`src/rtl/hazard_pkg.sv`:
```
// Shared types and constants for the decode-stage hazard scoreboard.
// Slot destinations are stored at a fixed width so one struct serves every REG_W up to SLOT_DST_W.
package hazard_pkg;

  localparam int REG_W_DEF      = 3;
  localparam int PIPE_DEPTH_DEF = 3;
  localparam int CNT_W_DEF      = 16;

  // Widest register index a slot can hold; REG_W must not exceed this.
  localparam int SLOT_DST_W = 8;

  typedef struct packed {
    logic                  valid;
    logic [SLOT_DST_W-1:0] dst;
    logic                  is_load;
  } haz_slot_t;

  function automatic int pend_w(input int depth);
    return $clog2(depth + 1);
  endfunction

endpackage

```
`src/rtl/haz_slot_match.sv`:
```
// Dual-source compare of one in-flight write slot against the decode operands.
// ENABLE/LOAD_ONLY let the parent restrict which slots may raise a hazard.
module haz_slot_match
  import hazard_pkg::*;
#(
  parameter int REG_W     = REG_W_DEF,
  parameter bit ENABLE    = 1'b1,
  parameter bit LOAD_ONLY = 1'b0
) (
  input  haz_slot_t        slot_i,
  input  logic [REG_W-1:0] src_a_i,
  input  logic [REG_W-1:0] src_b_i,
  input  logic             src_a_used_i,
  input  logic             src_b_used_i,
  output logic             match_a_o,
  output logic             match_b_o
);

  logic qualify;

  // A slot can only stall decode when this stage is allowed to, and in
  // load-only mode when the producer is a load that forwarding cannot cover.
  assign qualify = ENABLE & slot_i.valid & (LOAD_ONLY ? slot_i.is_load : 1'b1);

  assign match_a_o = qualify & src_a_used_i & (slot_i.dst == SLOT_DST_W'(src_a_i));
  assign match_b_o = qualify & src_b_used_i & (slot_i.dst == SLOT_DST_W'(src_b_i));

endmodule

```
`src/rtl/hazard_scoreboard.sv`:
```
// Decode-stage RAW hazard unit: shadow pipeline of in-flight writes, NOP request, stall counter.
// Optional macro HAZ_FWD_EN: forwarding exists, so only a load in execute (slot 0) stalls decode.
module hazard_scoreboard
  import hazard_pkg::*;
#(
  parameter int  REG_W      = REG_W_DEF,
  parameter int  PIPE_DEPTH = PIPE_DEPTH_DEF,
  parameter int  CNT_W      = CNT_W_DEF,
  localparam int PEND_W     = pend_w(PIPE_DEPTH)
) (
  input  logic              clk,
  input  logic              rst,
  input  logic              id_valid,
  input  logic [REG_W-1:0]  id_src_a,
  input  logic [REG_W-1:0]  id_src_b,
  input  logic              id_src_a_used,
  input  logic              id_src_b_used,
  input  logic [REG_W-1:0]  id_dst,
  input  logic              id_wr_en,
  input  logic              id_is_load,
  input  logic              fetch_stall,
  input  logic              mem_stall,
  input  logic              flush,
  output logic              send_nop_n,
  output logic [1:0]        hazard_src,
  output logic [PEND_W-1:0] pend_count,
  output logic [CNT_W-1:0]  stall_count
);

  haz_slot_t [PIPE_DEPTH-1:0] slot_q, slot_d;
  logic      [PEND_W-1:0]     pend_q, pend_d;
  logic      [CNT_W-1:0]      stall_q, stall_d;

  logic [PIPE_DEPTH-1:0] match_a, match_b;
  logic                  hazard;
  logic                  issue;

  for (genvar k = 0; k < PIPE_DEPTH; k++) begin : g_slot
`ifdef HAZ_FWD_EN
    localparam bit SLOT_EN   = (k == 0);
    localparam bit SLOT_LOAD = 1'b1;
`else
    localparam bit SLOT_EN   = 1'b1;
    localparam bit SLOT_LOAD = 1'b0;
`endif
    haz_slot_match #(
      .REG_W    (REG_W),
      .ENABLE   (SLOT_EN),
      .LOAD_ONLY(SLOT_LOAD)
    ) u_match (
      .slot_i      (slot_q[k]),
      .src_a_i     (id_src_a),
      .src_b_i     (id_src_b),
      .src_a_used_i(id_src_a_used),
      .src_b_used_i(id_src_b_used),
      .match_a_o   (match_a[k]),
      .match_b_o   (match_b[k])
    );
  end

  assign hazard_src = {|match_b, |match_a};
  assign hazard     = id_valid & (|hazard_src);
  assign send_nop_n = ~(hazard | fetch_stall | mem_stall);

  // Only a real, writing instruction that actually leaves decode occupies a slot.
  assign issue = send_nop_n & id_valid & id_wr_en & ~flush;

  // NOTE: every variable gets its default first, so no path leaves one unassigned and no latch is inferred.
  always_comb begin
    slot_d  = slot_q;
    pend_d  = pend_q;
    stall_d = stall_q;

    // A data-cache stall freezes the whole shadow pipeline, flush included.
    if (!mem_stall) begin
      for (int k = PIPE_DEPTH - 1; k > 0; k--) begin
        slot_d[k] = slot_q[k-1];
      end
      slot_d[0] = '0;
      if (issue) begin
        slot_d[0].valid   = 1'b1;
        slot_d[0].dst     = SLOT_DST_W'(id_dst);
        slot_d[0].is_load = id_is_load;
      end
      pend_d = '0;
      for (int k = 0; k < PIPE_DEPTH; k++) begin
        pend_d = pend_d + PEND_W'(slot_d[k].valid);
      end
    end

    if (!send_nop_n && (stall_q != '1)) begin
      stall_d = stall_q + CNT_W'(1);
    end
  end

  // NOTE: sequential state uses non-blocking assignments only, so every register samples pre-edge values.
  always_ff @(posedge clk) begin
    if (rst) begin
      slot_q  <= '0;
      pend_q  <= '0;
      stall_q <= '0;
    end else begin
      slot_q  <= slot_d;
      pend_q  <= pend_d;
      stall_q <= stall_d;
    end
  end

  assign pend_count  = pend_q;
  assign stall_count = stall_q;

endmodule

```
`config.mk`:
```
export PLATFORM = sky130hd
export DESIGN_NAME = hazard_scoreboard
export DESIGN_NICKNAME = d
export VERILOG_FILES = /design/src/rtl/hazard_pkg.sv /design/src/rtl/haz_slot_match.sv /design/src/rtl/hazard_scoreboard.sv
export SDC_FILE = /design/constraint.sdc
export NUM_CORES = 1
export LEC_CHECK = 0
export ABC_AREA = 0
export BUFFER_PORTS_ARGS = -buffer_cell sky130_fd_sc_hd__buf_2
export CAP_MARGIN = 10
export CELL_PAD_IN_SITES_DETAIL_PLACEMENT = 1
export CELL_PAD_IN_SITES_GLOBAL_PLACEMENT = 1
export CORE_UTILIZATION = 44
export DETAILED_ROUTE_END_ITERATION = 16
export PLACE_DENSITY_LB_ADDON = 0.15
export SLEW_MARGIN = 10
export SYNTH_ARGS = -nofsm -noshare
export SYNTH_HDL_FRONTEND = slang
export SYNTH_HIERARCHICAL = 1
export SYNTH_SLANG_ARGS = --single-unit
```
`constraint.sdc`:
```
create_clock -name clk -period 3.81 [get_ports clk]
set_input_delay 0.762 -clock clk [delete_from_list [all_inputs] [get_ports clk]]
set_output_delay 0.762 -clock clk [all_outputs]
set_load 0.01 [all_outputs]
```
After elaboration in Yosys (flattened, before gate mapping)

Cells that the tools add are included.

Flip-flop bits (word level): 45
Bits of input ports: 19
Output and inout port bits: 21
Logic and storage cells: 44

Add/sub/neg operators: 3
Eq/ne operators: 7
Mux-type cells: 2
Bitwise logic cells: 20
Reductions and logical operators: 4

Operators with widths:

| cell                                          | count |
|---|---|
| equality test 8 x 3 -> 1 bit                  | 6 |
| two-way mux 10 bit                            | 2 |
| adder 16 x 1 -> 16 bit, second input constant | 1 |
| bitwise AND 1 bit                             | 16 |
| != test 16 bit, second input constant         | 1 |
| OR reduction 3 bit                            | 2 |
| OR reduction 6 bit                            | 1 |
| adder 1 x 1 -> 2 bit                          | 1 |
| adder 2 x 1 -> 2 bit                          | 1 |
| NOT 1 bit                                     | 2 |
| bitwise OR 1 bit                              | 2 |
| logical AND 1 bit                             | 1 |

Depth between registers and ports, before layout

Gate-level depths: netlist of the first run.

Depth in word-level cells: 14
Depth in mapped cells: 10
Mapped depth without buffers: 10

Modules after synthesis

The synthesis of the first run kept the hierarchy.

By module, submodules not included:

| module            | instances | cells an instance | area each (um^2) | seq. area each (um^2) |
|---|---|---|---|---|
| hazard_scoreboard | 1         | 178               | 1619.1           | 660.6 |
| haz_slot_match    | 3         | 12                | 92.6             | 0.0 |

Worst setup path before layout of the first run

No wires, ideal clock.

Path kind: input-to-reg
From: input port id_src_b[1]
To: register pend_q[0] (netlist: pend_count[0])
Setup time: 0.128 ns
Arrival: 2.653 ns
Required time: 3.682 ns
Slack: 1.029 ns
Stages on the path: 10
Path buffers: 0
Cells stage by stage: xnor2_1 -> nand4_1 -> nor2_1 -> or3_1 -> nor4_2 -> inv_1 -> fa_1 -> nor2_1 -> a21oi_1 -> nor2_1

Cells in the longest elaborated chain, start to end: 14
Elaborated cells between the ends (all ways): 18
Classes of those cells: add/sub (2); eq/ne (3); mux (2); bitwise (10); reduce/logical (1)

Ends and longest elaborated chain:

| element                         | line                     | source |
|---|---|---|
| from (decl)                     | hazard_scoreboard.sv:15  | `input logic [REG_W-1:0] id_src_b,` |
| equality test 8 x 3 -> 1 bit    | haz_slot_match.sv:26     | `assign match_b_o = qualify & src_b_used_i & (slot_i.dst == SLOT_DST_W'(src_b_i));` |
| bitwise AND 1 bit               | haz_slot_match.sv:26     |  |
| named net match_b[0]            | hazard_scoreboard.sv:34  | `logic [PIPE_DEPTH-1:0] match_a, match_b;` |
| OR reduction 6 bit              | hazard_scoreboard.sv:62  | `assign hazard = id_valid & (\|hazard_src);` |
| bitwise AND 1 bit               | hazard_scoreboard.sv:62  |  |
| bitwise OR 1 bit (2 in series)  | hazard_scoreboard.sv:63  | `assign send_nop_n = ~(hazard \| fetch_stall \| mem_stall);` |
| NOT 1 bit                       | hazard_scoreboard.sv:63  |  |
| bitwise AND 1 bit (3 in series) | hazard_scoreboard.sv:66  | `assign issue = send_nop_n & id_valid & id_wr_en & ~flush;` |
| two-way mux 10 bit              | hazard_scoreboard.sv:80  | `if (issue) begin` |
| two-way mux 10 bit              | hazard_scoreboard.sv:75  | `if (!mem_stall) begin` |
| adder 1 x 1 -> 2 bit            | hazard_scoreboard.sv:87  | `pend_d = pend_d + PEND_W'(slot_d[k].valid);` |
| adder 2 x 1 -> 2 bit            | hazard_scoreboard.sv:87  |  |
| to (signal assigned)            | hazard_scoreboard.sv:104 | `pend_q <= pend_d;` |
| to (decl)                       | hazard_scoreboard.sv:31  | `logic [PEND_W-1:0] pend_q, pend_d;` |

The timed path passes the listed nets, and every way through them passes these cells. The select of a mux whose other input is x is not followed.
A chain may end at the register's enable or synchronous reset.

Worst setup path in the final report of the first run

From: input port id_src_b[1]
To: output port send_nop_n

Cells in the longest elaborated chain, start to end: 7
Elaborated cells between the ends (all ways): 11
Classes of those cells: eq/ne (3); bitwise (7); reduce/logical (1)

Ends and longest elaborated chain:

| element                        | line                    | source |
|---|---|---|
| equality test 8 x 3 -> 1 bit   | haz_slot_match.sv:26    |  |
| bitwise AND 1 bit              | haz_slot_match.sv:26    |  |
| named net match_b[0]           | hazard_scoreboard.sv:34 |  |
| OR reduction 6 bit             | hazard_scoreboard.sv:62 |  |
| bitwise AND 1 bit              | hazard_scoreboard.sv:62 |  |
| bitwise OR 1 bit (2 in series) | hazard_scoreboard.sv:63 |  |
| NOT 1 bit                      | hazard_scoreboard.sv:63 |  |
| to (decl)                      | hazard_scoreboard.sv:24 | `output logic send_nop_n,` |

The timed path passes the listed nets, and every way through them passes these cells.

==> impl_table.tex, run 1 <==
\begin{tabular}{lr}
\hline
Metric & Value \\
\hline
\multicolumn{2}{l}{\textbf{Outcome}} \\
Result of the run & complete, no violations \\
\multicolumn{2}{l}{\textbf{Synthesis}} \\
Mean instance size in the synthesized netlist & 8.77 sq um \\
Synth Instances & 205 \\
Cell Area, Synth & 1800 sq um \\
Synth Warn \# & 6 \\
\multicolumn{2}{l}{\textbf{Setup path}} \\
Arrival time worst endpoint & 2.38 ns \\
Cell family contributing the most delay on the critical path & buffers and inverters \\
Highest fanout seen on the critical path & 13 \\
Req. time, crit path & 3.05 ns \\
Delay of the slowest cell on the worst path & 0.42 ns \\
Worst Path Buf+Inv & 3 \\
Type of the setup path with the least slack & in -> out \\
Critical-path cell list & buf\_2 > xnor2\_1 > nand4\_1 > nor2\_1 > nor4\_1 > a21oi\_1 > inv\_1 > buf\_2 \\
Cell repeated most along the worst path & buf\_2 \\
CP Launch Type & input port \\
Critical Path End Type & primary output \\
Critical path's slowest cell & nor4\_1 \\
\multicolumn{2}{l}{\textbf{Timing}} \\
Setup-violating endpoint count in the final report & 0 \\
Max Slew Vio Count & 0 \\
Fin crit period & between 3 and 4 ns \\
Worst-Margin Slew & 0.685 ns \\
Highest attainable clock frequency & 319 MHz \\
Share of the clock period used by the worst path & 0.824 \\
RSZ-0062 raised after global routing & false \\
Post-route setup TNS & 0 ns \\
Final Hold Violating Endpoints & 0 \\
Clock skew after layout & 0.00824 ns \\
Remaining max-slew budget at the tightest pin & 0.543 \\
\multicolumn{2}{l}{\textbf{Job}} \\
Number of violations of the max-capacitance limit & 0 \\
\multicolumn{2}{l}{\textbf{GRT}} \\
Largest net degree at the start of global routing & 38 \\
Antenna violations before repair & 0 \\
Total routing usage reported by global routing & 0.250 \\
Global-route wire length before repair & 8110 microns \\
Number of global-route vias before repair & 1,692 \\
Remaining global-route overflow & 0 \\
\multicolumn{2}{l}{\textbf{Route}} \\
First-pass detailed-route iteration total & 4 \\
Via/cell ratio & 5.63 \\
Detailed-route wire length per cell & 16.1 microns \\
Number of nets still failing antenna checks after routing & 0 \\
Iter 0 DRT Violations & 71 \\
Routed via count & 1,718 \\
Number of DRC violations after detailed routing & 0 \\
Total Routed Length & roughly 4900 microns \\
\multicolumn{2}{l}{\textbf{Layout}} \\
Number of nets at the end of the flow & 277 \\
Post-route design area & around 2200 sq um \\
Area growth syn-to-layout & 21.4\% \\
Ant. Diodes & 0 \\
Multi-input combinational cell area & 1180 sq um \\
Filler cells & 484 \\
Fraction of layout instances using a drive strength above 1 & 0.261 \\
Sequential cell area & 601 sq um \\
\multicolumn{2}{l}{\textbf{Min path}} \\
Hold Path Class & reg -> reg \\
\multicolumn{2}{l}{\textbf{Clocking}} \\
Clock transition at the registers of the reported paths & 0.06 ns \\
Clock Latency Late Sink & 0.29 ns \\
Clock Path Buffers & 2 \\
Clock tree from TritonCTS & done \\
Cts hold-fix bufs & 0 \\
Num Clock Sinks & 30 \\
Inserted Clock Buffers & 5 \\
Clock Root Buffer & clkbuf\_8 \\
CTS resizes & 0 \\
Setup fix buffers added after clock tree synthesis & 0 \\
H-tree level count & 2 \\
\multicolumn{2}{l}{\textbf{Power}} \\
Peak supply drop & roughly 0.2 mV \\
P per Cell Area & 321 nW/um\^{}2 \\
Leakage power summed over all cells & between 0.8 and 0.9 nW \\
\multicolumn{2}{l}{\textbf{Placed design}} \\
Routability cong. & 0.780 \\
Count of buffers inserted at the top-level ports & 38 \\
Total placed instance area & 2070 sq um \\
Post-DP HPWL & 3410 microns \\
\multicolumn{2}{l}{\textbf{Floorplanning}} \\
\# IOs & 40 \\
Die Height & around 66 microns \\
Die outline width & roughly 66 microns \\
Core region area & roughly 3800 sq um \\
Site row count & 22 \\
Initial cell density of the core & 0.473 \\
Die area & 4350 sq um \\
\hline
\end{tabular}
## layout by cell type, fill, tap and decap left out, types with 2 or more instances in the layout
cell,n
conb_1,15
nand3b_1,3
nor4_2,4
mux2_2,6
nand3_1,6
buf_2,38
xnor2_1,18
dfxtp_1,30
and4_1,2
a211oi_1,2
nor4_1,2
nor3_1,4
nand4_1,11
nand2_1,4
o21ai_0,4
inv_1,8
clkbuf_8,8
or3_1,4
a22oi_1,3
nor4_4,2
o31ai_1,4
nor2_1,32
mux2i_1,8
nor2b_1,6
or4_1,2
a21oi_1,12
## where the power goes
group          switching (W)  internal, W  leakage, nW   total, W
Combinational      0.0000380    0.0000255        0.593  0.0000635
Sequential        0.00000435     0.000317        0.242   0.000321
Clock               0.000132     0.000182       0.0575   0.000315
## layout make-up
type,instances,share of cell area
inverter,8,0.0138
sequential,30,0.275
multi-input combinational,172,0.542
timing repair buffer,39,0.0906
tap,48,0.0275
clock buffer,8,0.0505
## flip-flops by register name, summed over array words and instances (netlist names)
signal	count
stall_count	16
slot_q	12
pend_count	2
## worst paths after layout
kind / from / to / slack, ns / cells past startpoint
setup / recovery: id_src_b[1] / send_nop_n / 0.67 / 8
hold reg to reg: pend_count[0] / pend_count[0] / 0.49 / 2
hold / removal: pend_count[0] / pend_count[0] / 0.49 / 2
setup reg to reg: slot_q[1] / pend_count[0] / 1.32 / 11
## worst reg2reg max path, stage by stage, from the launching register on
cell and delay [ns]:
dfxtp_1 0.44, xnor2_1 0.13, nand4_1 0.12, nor2_1 0.07, or3_1 0.40, nor4_2 0.25
buf_4 0.19, inv_1 0.06, fa_1 0.48, nor2_1 0.04, a21oi_1 0.13, nor2_1 0.05
## layer usage
layer / vias to the layer above / track usage / share of wire
li1: 838 / - / -
met1: 838 / 0.323 / 0.48
met2: 33 / 0.402 / 0.46
met3: 9 / 0.0655 / 0.042
met4: 0 / 0.0788 / 0.015
met5: - / 0 / 0
## metrics by stage
| step | cells | util | setup slack [ns] | hold WS [ns] | power, W |
|---|---|---|---|---|---|
| floorplan | 219 | - | 1.08 | 0.464 | 0.000366 |
| global placement | 297 | 0.545 | 0.823 | 0.466 | 0.000387 |
| detailed placement | 297 | 0.545 | 0.735 | 0.483 | 0.000390 |
| CTS | 305 | 0.574 | 0.703 | 0.501 | 0.000708 |
| global route | 305 | 0.574 | 0.575 | 0.521 | 0.000725 |
| finish | 305 | 0.574 | 0.671 | 0.490 | 0.000699 |
No activity file was read; power rests on OpenSTA's default activity.
==> run 2, diff against run 1 <==
CORE_UTILIZATION = 41   (was 44)
clock period = 2.9 ns   (was 3.81 ns; I/O delays follow)
==> run 2 against run 1 <==
  * Critical path depth is the same
  * Sequential share of layout area shrank 0.22 points
  * Clock power grew 26%
  * Non-clock buffer count grew 2
  * Largest cell class unchanged
  * Highest routed layer unchanged
==> impl_table.tex, run 2 (synthesized netlist as in run 1, its figures left out) <==
\begin{tabular}{lr}
\hline
Metric & Value \\
\hline
\multicolumn{2}{l}{\textbf{Route}} \\
Detailed-route wire length per cell & roughly 15 microns \\
Iter 0 DRT Violations & 50 \\
First-pass detailed-route iteration total & 4 \\
Number of nets still failing antenna checks after routing & 0 \\
Number of DRC violations after detailed routing & 0 \\
Via/cell ratio & 5.22 \\
Routed via count & between 1.5k and 2k \\
Total Routed Length & around 4500 microns \\
\multicolumn{2}{l}{\textbf{Floorplanning}} \\
Die outline width & 68.2 microns \\
Site row count & 23 \\
\# IOs & 40 \\
Core region area & 4120 sq um \\
Initial cell density of the core & 0.437 \\
Die Height & approximately 68 microns \\
Die area & 4650 sq um \\
\multicolumn{2}{l}{\textbf{Timing}} \\
Clock skew after layout & between 0.005 and 0.006 ns \\
Max Slew Vio Count & 0 \\
Post-route setup TNS & 0 ns \\
Post-route setup slack & $\sim$0.27 ns \\
Fin crit period & between 2 and 3 ns \\
Worst-Margin Slew & 0.667 ns \\
Final Hold Violating Endpoints & 0 \\
Setup-violating endpoint count in the final report & 0 \\
Highest attainable clock frequency & 380 MHz \\
RSZ-0062 raised after global routing & false \\
Remaining max-slew budget at the tightest pin & 0.555 \\
Share of the clock period used by the worst path & 0.907 \\
\multicolumn{2}{l}{\textbf{GRT}} \\
Remaining global-route overflow & 0 \\
Number of global-route vias before repair & 1,518 \\
Global-route wire length before repair & a little over 7000 microns \\
Antenna violations before repair & 0 \\
Total routing usage reported by global routing & 0.213 \\
Largest net degree at the start of global routing & 38 \\
\multicolumn{2}{l}{\textbf{Layout}} \\
Filler cells & 523 \\
Fraction of layout instances using a drive strength above 1 & 0.266 \\
Area growth syn-to-layout & 22.3\% \\
Most common library cell in the layout ignoring fill and taps & buf\_2 \\
Most frequent cells in the layout & buf\_2, nor2\_1, dfxtp\_1 \\
Number of nets at the end of the flow & 279 \\
Flip-flop count of the largest register, all copies and words added & 16 \\
Ant. Diodes & 0 \\
Post-layout utilization of the core & 0.535 \\
Filler-free cell count of the finished design & 309 \\
\multicolumn{2}{l}{\textbf{Setup path}} \\
FF-to-FF setup slack & 0.60 ns \\
Highest fanout seen on the critical path & 13 \\
CP Launch Type & input port \\
Req. time, crit path & 2.32 ns \\
Number of cell instances on the worst register-to-register path & 10 \\
Type of the setup path with the least slack & in -> out \\
Critical R2R Launch & slot\_q[3] \\
Worst reg2reg path endpoint & pend\_count[0] \\
Arrival time worst endpoint & 2.05 ns \\
Critical Path End Type & primary output \\
\multicolumn{2}{l}{\textbf{Placed design}} \\
Setup slack after placement & 0.237 ns \\
Routability cong. & approximately 0.86 \\
Post-DP HPWL & 3340 microns \\
Count of buffers inserted at the top-level ports & 38 \\
Placed Instances & 301 \\
\multicolumn{2}{l}{\textbf{Power}} \\
P per Cell Area & 409 nW/um\^{}2 \\
Leakage power summed over all cells & 0.901 nW \\
Total power & 0.000900 W \\
Peak supply drop & 0.215 mV \\
\multicolumn{2}{l}{\textbf{Clocking}} \\
Clock Root Buffer & clkbuf\_8 \\
Clock Latency Late Sink & 0.28 ns \\
CTS resizes & 0 \\
Setup fix buffers added after clock tree synthesis & 0 \\
Clock transition at the registers of the reported paths & 0.07 ns \\
Num Clock Sinks & 30 \\
H-tree level count & 2 \\
Cts hold-fix bufs & 0 \\
Clock tree from TritonCTS & done \\
Clock Path Buffers & 2 \\
Inserted Clock Buffers & 5 \\
\multicolumn{2}{l}{\textbf{Min path}} \\
Min-Delay Endpoint & pend\_count[0] \\
Min-delay src & pend\_count[0] \\
Hold Path Class & reg -> reg \\
Cell depth of the worst hold path & 2 \\
\multicolumn{2}{l}{\textbf{Job}} \\
Number of violations of the max-capacitance limit & 0 \\
\multicolumn{2}{l}{\textbf{Outcome}} \\
Result of the run & complete, no violations \\
\hline
\end{tabular}
[run 2: changes by cell type in the layout (fill, tap and decap cells not counted)]
cell   delta
buf_4     +2
[run 2: worst max-delay path by stage]
stage                 from             to  slack (ns)  depth (start not counted)
6_report       id_src_b[1]     send_nop_n        0.27                          8
5_1_grt        id_src_b[1]     send_nop_n        0.04                          8
4_1_cts        id_src_b[1]     send_nop_n        0.26                          8
3_5_place_dp   id_src_b[1]  pend_count[0]        0.24                         11
3_3_place_gp   id_src_b[1]  pend_count[0]        0.26                         11
2_1_floorplan  id_src_b[1]  pend_count[0]        0.35                         10
[run 2: per-layer routing]
layer,wire length (microns),track usage,vias to the layer above
li1,-,-,836
met1,2290,0.283,746
met2,2020,0.343,25
met3,136,0.0500,5
met4,40,0.0547,0
met5,0,0,-
[run 2: stage by stage]
stage          hold slack, ns  area [sq um]
6_report                0.520          2200
5_1_grt                 0.541          2200
4_1_cts                 0.528          2200
3_5_place_dp            0.509          2090
3_3_place_gp            0.459          2090
2_1_floorplan           0.464          1850
[run 2: cell type report]
cell class,instances,area [sq um],area share
Timing Repair Buffer,41,213,0.0967
Multi-Input combinational cell,172,1180,0.538
Inverter,8,30.0,0.0137
Clock buffer,8,110,0.0501
Sequential cell,30,601,0.273
Tap cell,50,62.6,0.0284
[run 2: report_power, final]
group          switching [W]  internal [W]  total (W)  leakage (nW)
clock               0.000158      0.000240   0.000397        0.0575
sequential        0.00000600      0.000416   0.000422         0.242
combinational      0.0000465     0.0000341  0.0000805         0.602
[run 2: critical path: stages]
cell     delay [ns]
buf_2          0.13
xnor2_1        0.13
nand4_1        0.10
nor2_1         0.06
nor4_1         0.36
a21oi_1        0.16
inv_1          0.32
buf_2          0.21
==> run 3, diff against run 2 <==
CORE_UTILIZATION = 35   (was 41)
==> run 3 against run 2 <==
  * Global-route usage is 2.7 points lower
  * Critical path depth unchanged
  * Sequential share of layout area decreased by 0.17 points
  * Count of clock-buffer cells in the layout down 2
  * Critical endpoint unchanged
  * First-iteration DRC count fell by 14%
  * Total power down 4.4%
  * Utilization is 7.5 points lower
  * Worst hold slack worse by 0.027 ns
==> impl_table.tex, run 3 (synthesized netlist as in run 1, its figures left out) <==
\begin{tabular}{lr}
\hline
Metric & Value \\
\hline
\multicolumn{2}{l}{\textbf{Outcome}} \\
Result of the run & complete, no violations \\
\multicolumn{2}{l}{\textbf{Route}} \\
Detailed-route wire length per cell & 14.1 microns \\
Number of nets still failing antenna checks after routing & 0 \\
Via/cell ratio & 5.16 \\
First-pass detailed-route iteration total & 4 \\
Iter 0 DRT Violations & 43 \\
Number of DRC violations after detailed routing & 0 \\
Total Routed Length & 4610 microns \\
Routed via count & 1,688 \\
\multicolumn{2}{l}{\textbf{Setup path}} \\
Highest fanout seen on the critical path & 7 \\
Req. time, crit path & 2.32 ns \\
FF-to-FF setup slack & 0.45 ns \\
Critical Path End Type & primary output \\
CP endpoint & send\_nop\_n \\
CP Launch Type & input port \\
Critical R2R Launch & slot\_q[2] \\
Type of the setup path with the least slack & in -> out \\
Arrival time worst endpoint & 1.95 ns \\
Worst reg2reg path endpoint & pend\_count[0] \\
Number of cell instances on the worst register-to-register path & 10 \\
Start point of the critical path & id\_src\_a[1] \\
\multicolumn{2}{l}{\textbf{Clocking}} \\
Clock transition at the registers of the reported paths & 0.07 ns \\
Inserted Clock Buffers & 5 \\
H-tree level count & 2 \\
Clock Root Buffer & clkbuf\_8 \\
Num Clock Sinks & 30 \\
Cts hold-fix bufs & 0 \\
Clock tree from TritonCTS & done \\
CTS resizes & 0 \\
Clock Path Buffers & 2 \\
Clock Latency Late Sink & 0.28 ns \\
Setup fix buffers added after clock tree synthesis & 0 \\
\multicolumn{2}{l}{\textbf{GRT}} \\
Number of global-route vias before repair & between 1.5k and 2k \\
Antenna violations before repair & 0 \\
Largest net degree at the start of global routing & 38 \\
Total routing usage reported by global routing & 0.186 \\
Remaining global-route overflow & 0 \\
Global-route wire length before repair & 7600 microns \\
\multicolumn{2}{l}{\textbf{Timing}} \\
Share of the clock period used by the worst path & 0.871 \\
Final Hold Violating Endpoints & 0 \\
Max Slew Vio Count & 0 \\
Remaining max-slew budget at the tightest pin & 0.542 \\
Setup-violating endpoint count in the final report & 0 \\
Post-route setup slack & 0.374 ns \\
Highest attainable clock frequency & around 400 MHz \\
Post-route setup TNS & 0 ns \\
Worst-Margin Slew & about 0.7 ns \\
Clock skew after layout & 0.00822 ns \\
Fin crit period & 2.53 ns \\
RSZ-0062 raised after global routing & false \\
\multicolumn{2}{l}{\textbf{Power}} \\
Peak supply drop & $\sim$0.17 mV \\
P per Cell Area & between 300 and 400 nW/um\^{}2 \\
Net switching power & 0.000219 W \\
Internal power & 0.000642 W \\
Switch share & 0.254 \\
Sequential share of power & 0.490 \\
Comb pwr share & 0.096 \\
Leakage power summed over all cells & 0.896 nW \\
Total power & 0.000861 W \\
Relative contribution of the clock network to total power & 0.414 \\
\multicolumn{2}{l}{\textbf{Job}} \\
Number of violations of the max-capacitance limit & 0 \\
\multicolumn{2}{l}{\textbf{Placed design}} \\
Setup slack after placement & 0.138 ns \\
Post-DP HPWL & 3460 microns \\
Routability cong. & 0.777 \\
Count of buffers inserted at the top-level ports & 38 \\
\multicolumn{2}{l}{\textbf{Floorplanning}} \\
Die outline width & $\sim$74 microns \\
Die Height & 73.7 microns \\
Core region area & between 4000 and 5000 sq um \\
Initial cell density of the core & 0.373 \\
Site row count & 25 \\
\# IOs & 40 \\
Die area & 5430 sq um \\
\multicolumn{2}{l}{\textbf{Min path}} \\
Hold Path Class & reg -> reg \\
\multicolumn{2}{l}{\textbf{Layout}} \\
Most common library cell in the layout ignoring fill and taps & buf\_2 \\
Flip-flop count of the largest register, all copies and words added & 16 \\
Fraction of layout instances using a drive strength above 1 & 0.269 \\
Multi-input combinational cell area & 1180 sq um \\
Most frequent cells in the layout & buf\_2, nor2\_1, dfxtp\_1 \\
Filler cells & around 640 \\
Area growth syn-to-layout & 23.1\% \\
Sequential cell area & 601 sq um \\
Ant. Diodes & 0 \\
Post-layout utilization of the core & 0.459 \\
Number of nets at the end of the flow & 280 \\
\hline
\end{tabular}
[run 3: cell types whose count changed in the layout (fill, tap and decap cells not counted), sizes merged]
cell and delta:
clkinvlp +1, clkinv +1, clkbuf -2, buf +1
[run 3: cell type report]
cell class              instances  area share
flip-flops and latches         30       0.271
clock buffers                   6      0.0373
well taps                      67      0.0379
multi-input cells             172       0.535
inverters                       8      0.0136
repair buffers                 42      0.0995
clock inverters                 2     0.00565
[run 3: critical path, stage by stage]
cell and delay (ns):
buf_2 0.13, xnor2_1 0.14, nand4_1 0.10, nor2_1 0.06
nor4_1 0.35, a21oi_1 0.18, inv_1 0.23, buf_2 0.18
[run 3: metrics by stage]
| stage | std cells | area (sq um) | hold WS, ns |
|---|---|---|---|
| floorplan | 219 | 1850 | 0.464 |
| global placement | 319 | 2120 | 0.462 |
| detailed placement | 319 | 2120 | 0.478 |
| CTS | 327 | 2210 | 0.497 |
| global route | 327 | 2210 | 0.523 |
| finish | 327 | 2210 | 0.493 |
[run 3: metal layers]
layer  up-vias  wire (microns)  track usage  share of wire
met3         2             125       0.0425          0.027
met5         -               0            0              0
met1       813            2300        0.257           0.50
met2        26            2170        0.286           0.47
li1        847               -            -              -
met4         0              15       0.0577         0.0033
[run 3: worst min path at each step]
stage                  startpoint       endpoint  cells past startpoint
finish              pend_count[0]  pend_count[0]                      2
global route        pend_count[0]  pend_count[0]                      2
CTS                 pend_count[0]  pend_count[0]                      2
detailed placement  pend_count[0]  pend_count[0]                      2
global placement    pend_count[1]  pend_count[1]                      2
floorplan              slot_q[29]     slot_q[29]                      2
[run 3: power groups by stage]
stage | sequential [W] | combinational [W] | clock [W]
floorplan | 0.000432 | 0.0000489 | 0
global placement | 0.000432 | 0.0000812 | 0
detailed placement | 0.000432 | 0.0000827 | 0
CTS | 0.000422 | 0.0000828 | 0.000371
global route | 0.000422 | 0.0000927 | 0.000396
finish | 0.000422 | 0.0000822 | 0.000356
